$ cat src/rtl/ama_riscv_fetch_unit_pkg.sv
// Shared fetch-path constants (the former ama_riscv_defines.v): NOP encoding,
// default reset PC and default fetch-queue depth.
package ama_riscv_fetch_unit_pkg;

    localparam logic [31:0] NOP              = 32'h0000_0013;
    localparam logic [31:0] RESET_PC_DEFAULT = 32'h0000_0000;
    localparam int unsigned FQ_DEPTH_DEFAULT = 4;

endpackage

$ cat src/rtl/ama_riscv_fetch_unit_sync_fifo.sv
// Generic synchronous FIFO with flush, occupancy count and combinational head.
// DEPTH must be a power of two so the pointers wrap naturally.
module ama_riscv_sync_fifo #(
    parameter int unsigned WIDTH = 32,
    parameter int unsigned DEPTH = 4,
    localparam int unsigned AW   = $clog2(DEPTH),
    localparam int unsigned CW   = $clog2(DEPTH + 1)
) (
    input  logic             clk,
    input  logic             rst,
    input  logic             flush,
    input  logic             push,
    input  logic             pop,
    input  logic [WIDTH-1:0] push_data,
    output logic [WIDTH-1:0] head,
    output logic [CW-1:0]    count
);

    logic [WIDTH-1:0] mem [DEPTH];
    logic [AW-1:0]    rd_ptr;
    logic [AW-1:0]    wr_ptr;

    assign head = mem[rd_ptr];

    // Storage is not reset; validity is tracked solely by count.
    always_ff @(posedge clk) begin
        if (push && !flush && !rst) begin
            mem[wr_ptr] <= push_data;
        end
    end

    always_ff @(posedge clk) begin
        if (rst || flush) begin
            rd_ptr <= '0;
            wr_ptr <= '0;
            count  <= '0;
        end else begin
            if (push) wr_ptr <= wr_ptr + AW'(1);
            if (pop)  rd_ptr <= rd_ptr + AW'(1);
            case ({push, pop})
                2'b10:   count <= count + CW'(1);
                2'b01:   count <= count - CW'(1);
                default: count <= count;
            endcase
        end
    end

endmodule

$ cat src/rtl/ama_riscv_fetch_unit.sv
// Decoupled instruction-fetch front end: credit-based IMEM issue, fetch queue,
// redirect flush with in-flight drop. `FETCH_BYPASS_EN enables the 1-cycle bypass.
module ama_riscv_fetch_unit
    import ama_riscv_fetch_unit_pkg::*;
#(
    parameter int unsigned     XLEN     = 32,
    parameter int unsigned     IMEM_AW  = 14,
    parameter int unsigned     FQ_DEPTH = FQ_DEPTH_DEFAULT,
    parameter logic [XLEN-1:0] RESET_PC = XLEN'(RESET_PC_DEFAULT)
) (
    input  logic                           clk,
    input  logic                           rst,
    input  logic                           redirect_valid,
    input  logic [XLEN-1:0]                redirect_pc,
    output logic                           imem_req,
    output logic [IMEM_AW-1:0]             imem_addr,
    input  logic [31:0]                    imem_rdata,
    output logic                           out_valid,
    input  logic                           out_ready,
    output logic [31:0]                    out_inst,
    output logic [XLEN-1:0]                out_pc,
    output logic [$clog2(FQ_DEPTH+1)-1:0]  fq_count
);

    localparam int unsigned CW = $clog2(FQ_DEPTH + 1);
    localparam int unsigned EW = 32 + XLEN;

    logic [XLEN-1:0] fetch_pc;
    logic [XLEN-1:0] inflight_pc;
    logic            inflight;
    logic            drop;
    logic [CW:0]     occupancy;
    logic            issue;
    logic            resp_valid;
    logic            q_push;
    logic            q_pop;
    logic            q_empty;
    logic [EW-1:0]   q_head;
    logic            unused_redirect_lsbs;

    assign unused_redirect_lsbs = ^redirect_pc[1:0];

    // Credits count queued entries plus the response still on its way.
    assign occupancy  = {1'b0, fq_count} + {{CW{1'b0}}, inflight};
    assign issue      = !rst && !redirect_valid && (occupancy < (CW+1)'(FQ_DEPTH));
    assign imem_req   = issue;
    assign imem_addr  = fetch_pc[IMEM_AW+1:2];
    assign resp_valid = inflight && !drop;
    assign q_empty    = (fq_count == '0);

    always_ff @(posedge clk) begin
        if (rst) begin
            fetch_pc    <= RESET_PC;
            inflight    <= 1'b0;
            inflight_pc <= '0;
            drop        <= 1'b0;
        end else if (redirect_valid) begin
            fetch_pc <= {redirect_pc[XLEN-1:2], 2'b00};
            inflight <= 1'b0;
            drop     <= inflight;
        end else begin
            drop     <= 1'b0;
            inflight <= issue;
            if (issue) begin
                fetch_pc    <= fetch_pc + XLEN'(4);
                inflight_pc <= fetch_pc;
            end
        end
    end

`ifdef FETCH_BYPASS_EN
    // An accepted response on an empty queue goes straight to decode and is never written.
    assign q_push = resp_valid && !redirect_valid && !(q_empty && out_ready);
`else
    assign q_push = resp_valid && !redirect_valid;
`endif

    always_comb begin
        out_valid = 1'b0;
        out_inst  = NOP;
        out_pc    = '0;
        if (!redirect_valid) begin
            if (!q_empty) begin
                out_valid = 1'b1;
                out_inst  = q_head[EW-1:XLEN];
                out_pc    = q_head[XLEN-1:0];
            end
`ifdef FETCH_BYPASS_EN
            else if (resp_valid) begin
                out_valid = 1'b1;
                out_inst  = imem_rdata;
                out_pc    = inflight_pc;
            end
`endif
        end
    end

    assign q_pop = out_valid && out_ready && !q_empty;

    ama_riscv_sync_fifo #(
        .WIDTH (EW),
        .DEPTH (FQ_DEPTH)
    ) u_fetch_queue (
        .clk       (clk),
        .rst       (rst),
        .flush     (redirect_valid),
        .push      (q_push),
        .pop       (q_pop),
        .push_data ({imem_rdata, inflight_pc}),
        .head      (q_head),
        .count     (fq_count)
    );

endmodule

$ cat config.mk
export PLATFORM = sky130hd
export DESIGN_NAME = ama_riscv_fetch_unit
export DESIGN_NICKNAME = d
export VERILOG_FILES = /design/src/rtl/ama_riscv_fetch_unit_pkg.sv /design/src/rtl/ama_riscv_fetch_unit_sync_fifo.sv /design/src/rtl/ama_riscv_fetch_unit.sv
export SDC_FILE = /design/constraint.sdc
export NUM_CORES = 1
export LEC_CHECK = 0
export CAP_MARGIN = 15
export CORE_AREA = 2 2 202 204
export CTS_BUF_LIST = sky130_fd_sc_hd__clkbuf_2
export DETAILED_ROUTE_END_ITERATION = 7
export DIE_AREA = 0 0 204 206
export PLACE_DENSITY = 0.52
export SYNTH_ARGS = -nofsm -noshare
export SYNTH_HDL_FRONTEND = slang
export SYNTH_HIERARCHICAL = 1
export SYNTH_SLANG_ARGS = --single-unit
$ cat constraint.sdc
create_clock -name clk -period 10.4 [get_ports clk]
set_clock_uncertainty 0.2 [all_clocks]
set_input_delay 2.6 -clock clk [delete_from_list [all_inputs] [get_ports clk]]
set_output_delay 2.6 -clock clk [all_outputs]
set_load 0.05 [all_outputs]
==> impl_summary.md, run 1 <==
Clocking
Counting along the longest clock path gives a buffer depth of 3. In this run the clock root is driven by a sky130_fd_sc_hd__clkbuf_2. Clock-pin slew was measured on the worst setup and hold paths at 0.10 ns. The post-cts gate resize count is 0. The cts-stage hold buffer count is 0.

The number of clock buffers added by TritonCTS is 85. The number of post-CTS setup repair buffers is 0. The H-tree was split into 3 levels. The later pin in the worst-skew pair is clocked with a latency of 0.94 ns. The number of clock sinks seen by CTS is 327.

The clock tree from TritonCTS is yes.

Cells and area
The layout overhead on the synthesized area is 19.54%. Once layout is done, the placed cells without fillers occupy 0.01594 mm^2. The final cell utilization of the core is 0.3966. The total number of nets in the final design is 1,123. The total of fill cells in the finished design is 3,827. Excluding fillers, the count of instances in the completed layout stands at 1,647.

In the final layout, the share of cells above drive strength 1 is 0.1996.

Global routing
The total global routing overflow is 0. The total global-route track usage is 0.1470. The number of global-route vias before repair came to 8,218.

The maximum number of pins on one net before global-route repair is 63. The number of antenna violations at the first check in global routing is 2. The wire length of the first global-routing pass is 46.84 mm.

Critical path
The count of buffer and inverter cells on the critical path is 4. The cell family contributing the most delay on the critical path is buffers and inverters. The worst setup path is launched from an input pin.

The slowest stage cell on the critical path is sky130_fd_sc_hd__clkdlybuf4s50_1. The critical path is of the input pin to primary output type. At the worst endpoint, the required time is 7.60 ns.

The delay of the slowest critical-path stage is 0.87 ns. Traced cell by cell, the critical path runs through clkdlybuf4s50_1, buf_4, nor2_4, buf_4, and2_1, clkdlybuf4s50_1. The worst setup path is captured at a primary output. At the worst endpoint, the arrival time is 5.03 ns. In this run the worst path has a maximum fanout of 62.

STA
Setup violations remaining at the end of the flow were counted as 0. The final hold violation count is 0. At the pin with the least slew margin, the transition time is 1.040 ns. The worst hold slack is 0.3019 ns.

Setup repair after global routing left no endpoint under its margin. The count of final max-slew check failures is 0. The final critical delay including setup and external delays is 7.834 ns. Setup slack closes at 2.566 ns.

Timing would allow up to 127.7 MHz. The worst max-slew margin expressed relative to the limit is 0.3068. Dividing the final minimum period by the clock period gives 0.7533. The final sum of negative setup slack is 0 ns.

Routing
The first detailed-routing pass took 5 iterations. The violation count after the first detailed-route iteration is 455. In this run the remaining antenna-violating nets after routing total 0. After detailed routing, the total wire length is 30.36 mm. The detailed-route DRC error count is 0.

For this block, the via count after detailed routing is 7,952. Dividing the detail-routed wire length by the instance count gives 18.43 um. The average vias per placed instance is 4.828.

Placed design
The instance count after placement with tap cells included is 1,493. The post-placement worst setup slack is 2.478 ns. The total cell area at the placement stage is 0.01519 mm^2.

During placement, the flow inserted port buffers numbering 148. The final weighted congestion in routability-driven placement is 0.8386. The placed wire-length estimate after detailed placement is 17.57 mm.

Floorplanning
The die height is 206 um. The width of the chip is 204 um. During I/O placement, the number of pins put on the boundary was 151. The initialized floorplan defines 74 standard-cell rows. After floorplanning, the core was sized to cover 0.04018 mm^2. The starting density of the core is 0.3317. The die area is 0.04202 mm^2.

Yosys
The number of synthesized flops with an enable pin is 256. By area, the combinational part of the netlist is dominated by multiplexers. The mapped netlist covers 0.01333 mm^2. The most used flip-flop cell after synthesis is sky130_fd_sc_hd__edfxtp_1.

The portion of synthesized cell area occupied by the leading cell type is 0.5767. The simple-gate share of the synthesized area is 0.1082. Of the total synthesized cell area, the portion taken by full adders, half adders and majority gates is 0.007133.

The synthesized-area fraction occupied by ao, oa, aoi and oai cells came to 0.05003. The portion of synthesized area spent on multiplexers is 0.1108. The number of instances in the synthesized netlist is 859. During synthesis, Yosys emitted a total of 6 warnings. Of the total synthesized cell area, the portion taken by XOR and XNOR cells is 0.003942. Each instance of the synthesized netlist takes up on average 15.52 um^2.

Of all flip-flops after synthesis, the portion carrying an async set or reset was 0. In the post-synthesis netlist, the biggest area contributors are sky130_fd_sc_hd__edfxtp_1 58%, sky130_fd_sc_hd__dfxtp_1 11%, sky130_fd_sc_hd__mux4_2 10%. The distinct cell type count of the synthesized netlist is 54. The share of the Yosys chip area taken by registers is 0.6833. The post-synthesis cell type with the largest combined area is sky130_fd_sc_hd__edfxtp_1.

The number of storage elements in the synthesis netlist is 327.

Power
The power density over cell area is 149.7 mW/mm^2. The leakage power of the design is 5.362 nW. IR analysis of the VDD net gives a maximum drop of 0.04757 mV. The total power consumption of the routed design is 2.386 mW.

Status
The run finished with clean final reports.

Run
Max-cap violations in this run came to 0.

Worst hold path
In this run the worst hold path is classified as register to register.
## cell usage after synthesis (4+ instances only)
master and n:
sky130_fd_sc_hd__nor3_1 8, sky130_fd_sc_hd__a21oi_1 44, sky130_fd_sc_hd__buf_1 4, sky130_fd_sc_hd__mux4_1 4, sky130_fd_sc_hd__nand2_1 87, sky130_fd_sc_hd__buf_4 16, sky130_fd_sc_hd__dfxtp_1 71, sky130_fd_sc_hd__ha_1 6
sky130_fd_sc_hd__mux4_2 60, sky130_fd_sc_hd__o311ai_1 5, sky130_fd_sc_hd__or4_1 9, sky130_fd_sc_hd__clkbuf_1 22, sky130_fd_sc_hd__edfxtp_1 256, sky130_fd_sc_hd__nor4_1 5, sky130_fd_sc_hd__inv_1 13, sky130_fd_sc_hd__or3_1 13
sky130_fd_sc_hd__and2_1 68, sky130_fd_sc_hd__nand4b_1 6, sky130_fd_sc_hd__nor2_1 18, sky130_fd_sc_hd__and3_1 13, sky130_fd_sc_hd__o211ai_1 13, sky130_fd_sc_hd__buf_12 6, sky130_fd_sc_hd__buf_2 13, sky130_fd_sc_hd__and4_1 4
sky130_fd_sc_hd__nand4_1 15, sky130_fd_sc_hd__a31oi_1 17, sky130_fd_sc_hd__nand3_1 15
## power by group
group | total, mW | leakage, nW | switching (mW) | internal, mW
clock network | 0.833 | 0.584 | 0.505 | 0.328
logic | 0.115 | 1.69 | 0.0655 | 0.0495
registers | 1.44 | 3.08 | 0.0221 | 1.42
## path summary, 6_finish.rpt
| kind | end | from | slack (ns) | cells past startpoint |
|---|---|---|---|---|
| setup / recovery | out_pc[19] | redirect_valid | 2.57 | 6 |
| hold / removal | u_fetch_queue/mem[1][27]$_DFFE_PP_ | inflight_pc[27]$_SDFFE_PP0P_ | 0.30 | 0 |
| setup reg to reg | u_fetch_queue/mem[1][58]$_DFFE_PP_ | inflight$_SDFF_PP0_ | 7.48 | 3 |
| hold reg to reg | u_fetch_queue/mem[1][27]$_DFFE_PP_ | inflight_pc[27]$_SDFFE_PP0P_ | 0.30 | 0 |
## cells by family after synthesis
logic type / after synthesis
adders and majority gates: 7
AOI/OAI and AO/OA: 105
other: 1
and+or+nand+nor: 267
muxes: 66
buffers and inverters: 80
xor gates and xnor gates: 6
DFF: 327
## cell usage in the layout (no fill, tap or decap), types with 4 or more instances in the layout
cell,netlist,routed
sky130_fd_sc_hd__nand4b_1,6,6
sky130_fd_sc_hd__a31oi_1,17,17
sky130_fd_sc_hd__mux4_1,4,4
sky130_fd_sc_hd__a21oi_1,44,44
sky130_fd_sc_hd__clkdlybuf4s50_1,0,147
sky130_fd_sc_hd__nor4_1,5,5
sky130_fd_sc_hd__conb_1,1,8
sky130_fd_sc_hd__clkbuf_2,2,129
sky130_fd_sc_hd__mux4_2,60,60
sky130_fd_sc_hd__nor3_1,8,8
sky130_fd_sc_hd__o211ai_1,13,13
sky130_fd_sc_hd__edfxtp_1,256,256
sky130_fd_sc_hd__o311ai_1,5,5
sky130_fd_sc_hd__or3_1,13,13
sky130_fd_sc_hd__nand2_1,87,87
sky130_fd_sc_hd__buf_4,16,11
sky130_fd_sc_hd__ha_1,6,6
sky130_fd_sc_hd__and3_1,13,9
sky130_fd_sc_hd__clkinv_1,1,16
sky130_fd_sc_hd__inv_2,2,5
sky130_fd_sc_hd__nand3_1,15,15
sky130_fd_sc_hd__and3_4,0,4
sky130_fd_sc_hd__dfxtp_1,71,69
sky130_fd_sc_hd__nor2_1,18,17
sky130_fd_sc_hd__inv_1,13,13
sky130_fd_sc_hd__nand4_1,15,15
sky130_fd_sc_hd__or4_1,9,9
sky130_fd_sc_hd__and2_1,68,68
sky130_fd_sc_hd__and4_1,4,4
## registers in the layout, indices dropped and copies added (netlist names), named ones only
| signal | flops |
|---|---|
| u_fetch_queue/mem | 256 |
| fetch_pc | 30 |
| inflight_pc | 30 |
| u_fetch_queue/count | 3 |
| u_fetch_queue/rd_ptr | 2 |
| u_fetch_queue/wr_ptr | 2 |
| drop | 1 |
| inflight | 1 |
## cell type report
type                    instances  area (um^2)  area share
well taps                     532        665.6     0.04177
flip-flops and latches        327         9116      0.5721
clock inverters                22        90.09    0.005653
multi-input cells             459         3791      0.2379
diodes                          3        7.507   0.0004711
repair buffers                159         1559     0.09783
inverters                      16        60.06    0.003769
clock buffers                 129        645.6     0.04052
## routing by layer
metal / GRT usage / wire (um)
met1: 0.1932 / 13890
met2: 0.2323 / 14340
met3: 0.03627 / 1646
met4: 0.06315 / 486
met5: 0 / 0
## worst register-to-register path: stages, from the launching register on
cell and delay (ns):
sky130_fd_sc_hd__dfxtp_1 0.37, sky130_fd_sc_hd__nor3b_1 0.72, sky130_fd_sc_hd__and3_4 0.38, sky130_fd_sc_hd__buf_4 0.77
Note: power is estimated with default switching activity, not from simulation.
==> inputs of run 2 (changes only) <==
- PLACE_DENSITY: 0.52 -> 0.54
- clock period: 10.4 -> 6.4 ns (I/O delays scaled with it)
==> run 2 against run 1 <==
Compared with the run above: routed wire length about the same; critical path depth down 3; register-to-register slack lost 3.8 ns; setup slack lost 1.4 ns; via count is 1.1% higher.
==> impl_summary.md, run 2 (synthesis results as in run 1) <==
Floorplanning
The number of placement rows is 74. The initial utilization of the core area, before any placement, comes to 0.3317. The width of the chip is 204 um. The number of ports placed on the die boundary is 151. The core region is 0.04018 mm^2.

From bottom edge to top edge, the die measures 206 um. The floorplan step defined a die boundary enclosing 0.04202 mm^2.

STA
Setup repair after global routing left no endpoint under its margin. The fmax is 191.9 MHz. The worst pin sits at a relative slew slack of 0.3640. The final clock period utilization by the worst path is 0.8143. Setup total negative slack on the finished layout was measured at 0 ns. At the pin with the least slew margin, the transition time is 0.9540 ns. The final hold violation count is 0. Setup violations remaining at the end of the flow were counted as 0.

The final critical delay including setup and external delays is 5.212 ns. The count of final max-slew check failures came to 0.

Cells and area
In the final layout, the registers with the most flip-flops are u_fetch_queue/mem (256), fetch_pc (30), inflight_pc (30). In the layout the commonest cells are 256 x sky130_fd_sc_hd__edfxtp_1, 124 x sky130_fd_sc_hd__clkbuf_2, 87 x sky130_fd_sc_hd__nand2_1. For this run, the post-layout net count is 1,123. Fill cells in the final layout number 3,771. Summing all non-filler instances in the final layout gives an area of 0.01666 mm^2. Compared with the post-synthesis result, the final layout area differs by 24.97%. The share of final-layout standard cells stronger than drive strength 1 is 0.2538.

The register with the highest flop count is u_fetch_queue/mem. Leaving out fill and tap cells, the most frequent cell in the layout is sky130_fd_sc_hd__edfxtp_1. The flip-flop count of the largest register after layout is 256.

Routing
For this block, the via count after detailed routing is 8,041. The detailed-route DRC error count is 0. The remaining number of nets flagged by the antenna check after routing is 0. In the final routed layout, each cell accounts on average for 18.48 um. The first TritonRoute pass finished after 5 iterations. The average vias per placed instance is 4.891.

For this block, the initial DRC count from the detailed router was 386. The sum of routed wire length over all layers is 30.38 mm.

Clocking
Buffers inserted during clock tree synthesis total 85. The number of post-CTS setup repair buffers is 0. The number of clock sinks seen by CTS is 327. After clock tree synthesis, the clock-pin slew on the worst setup and hold paths is 0.09 ns. In this run the number of H-tree levels came out at 3. The cts-stage hold buffer count is 0. The post-cts gate resize count is 0. TritonCTS built the clock tree. The clock tree buffer depth is 3. For the worst-skew pair, the clock arrives at the later sink with an insertion delay of 0.86 ns. In this run the clock root is driven by a sky130_fd_sc_hd__clkbuf_2.

Critical path
The worst setup path is launched from a register. The setup path with the least slack is of type register to primary output. Data on the critical path arrives at its endpoint at 3.41 ns. The worst-path maximum fanout is 41. At the worst endpoint, the required time is 4.60 ns. The worst setup path is captured at a primary output.

Global routing
For met3 alone, demand over resource in global routing was 0.03359. The total global routing overflow is 0. The met1 demand-to-capacity share in global routing is 0.1961. The total global-route track usage is 0.1440. The number of global-route vias before repair is 8,042. The routing usage on met2 is 0.2255.

The number of antenna violations at the first check in global routing came to 1. The wire length of the first global-routing pass is 46.13 mm. The layer flagged by global routing as most heavily used is met2. Entering global routing, the biggest net connects 65 pins.

Power
For this design the static power due to leakage is 5.683 nW. The power density over cell area is 237.1 mW/mm^2. VDD sags by at most 0.09334 mV.

Status
The flow ran to the end, and the final reports show no timing, DRC or antenna violations.

Worst hold path
In this run the worst hold path is classified as register to register.

Placed design
The final weighted congestion in routability-driven placement is 0.8023. The total cell area at the placement stage is 0.01587 mm^2. Once detailed placement completed, the half-perimeter wirelength came to 18.16 mm. Buffers placed on the I/O ports in this run total 148.

Run
Across the run, the number of max-cap violations was 0.
[run 2: final cells by class]
type | count | area, um^2 | area share
Multi-Input combinational cell | 459 | 3791 | 0.2276
Tap cell | 532 | 665.6 | 0.03996
Clock buffer | 124 | 620.6 | 0.03725
Timing Repair Buffer | 159 | 2240 | 0.1344
Antenna cell | 1 | 2.502 | 0.0001502
Sequential cell | 327 | 9116 | 0.5472
Inverter | 16 | 60.06 | 0.003605
Clock inverter | 26 | 162.7 | 0.009764
[run 2: report_power, final]
group / internal, mW / switching [mW] / total, mW / leakage, nW
logic: 0.0871 / 0.109 / 0.196 / 2.01
registers: 2.30 / 0.0369 / 2.34 / 3.08
clock network: 0.599 / 0.817 / 1.42 / 0.594
total: 2.99 / 0.963 / 3.95 / 5.68
[run 2: metrics by stage]
step                hold WS, ns    util  std cells  power [mW]  setup WS [ns]
floorplan                0.2600       -        866       2.481          1.416
global placement         0.2794  0.3950       1493       2.580          1.280
detailed placement       0.2933  0.3950       1493       2.583          1.274
CTS                      0.2641  0.4145       1643       4.028         0.9586
global route             0.2644  0.4146       1644       4.156         0.8901
finish                   0.2724  0.4146       1644       3.950          1.189
[run 2: metal layers]
metal / part of all wire / up-vias
li1: - / 3761
met3: 0.058 / 38
met4: 0.015 / 0
met1: 0.46 / 3999
met5: 0 / -
met2: 0.46 / 243
[run 2: final timing paths]
check,start,cells after the start,slack [ns],end
worst max register to register,inflight$_SDFF_PP0_,3,3.69,u_fetch_queue/mem[1][7]$_DFFE_PP_
worst min-delay path,inflight_pc[14]$_SDFFE_PP0P_,0,0.27,u_fetch_queue/mem[1][14]$_DFFE_PP_
worst min register to register,inflight_pc[14]$_SDFFE_PP0P_,0,0.27,u_fetch_queue/mem[1][14]$_DFFE_PP_
worst max-delay path,register,3,1.19,out_inst[4]
[run 2: critical path, stage by stage (launching register included)]
cell and delay [ns]:
sky130_fd_sc_hd__dfxtp_4 0.93, sky130_fd_sc_hd__mux4_2 0.61, sky130_fd_sc_hd__or3_1 0.35, sky130_fd_sc_hd__clkdlybuf4s50_1 0.71
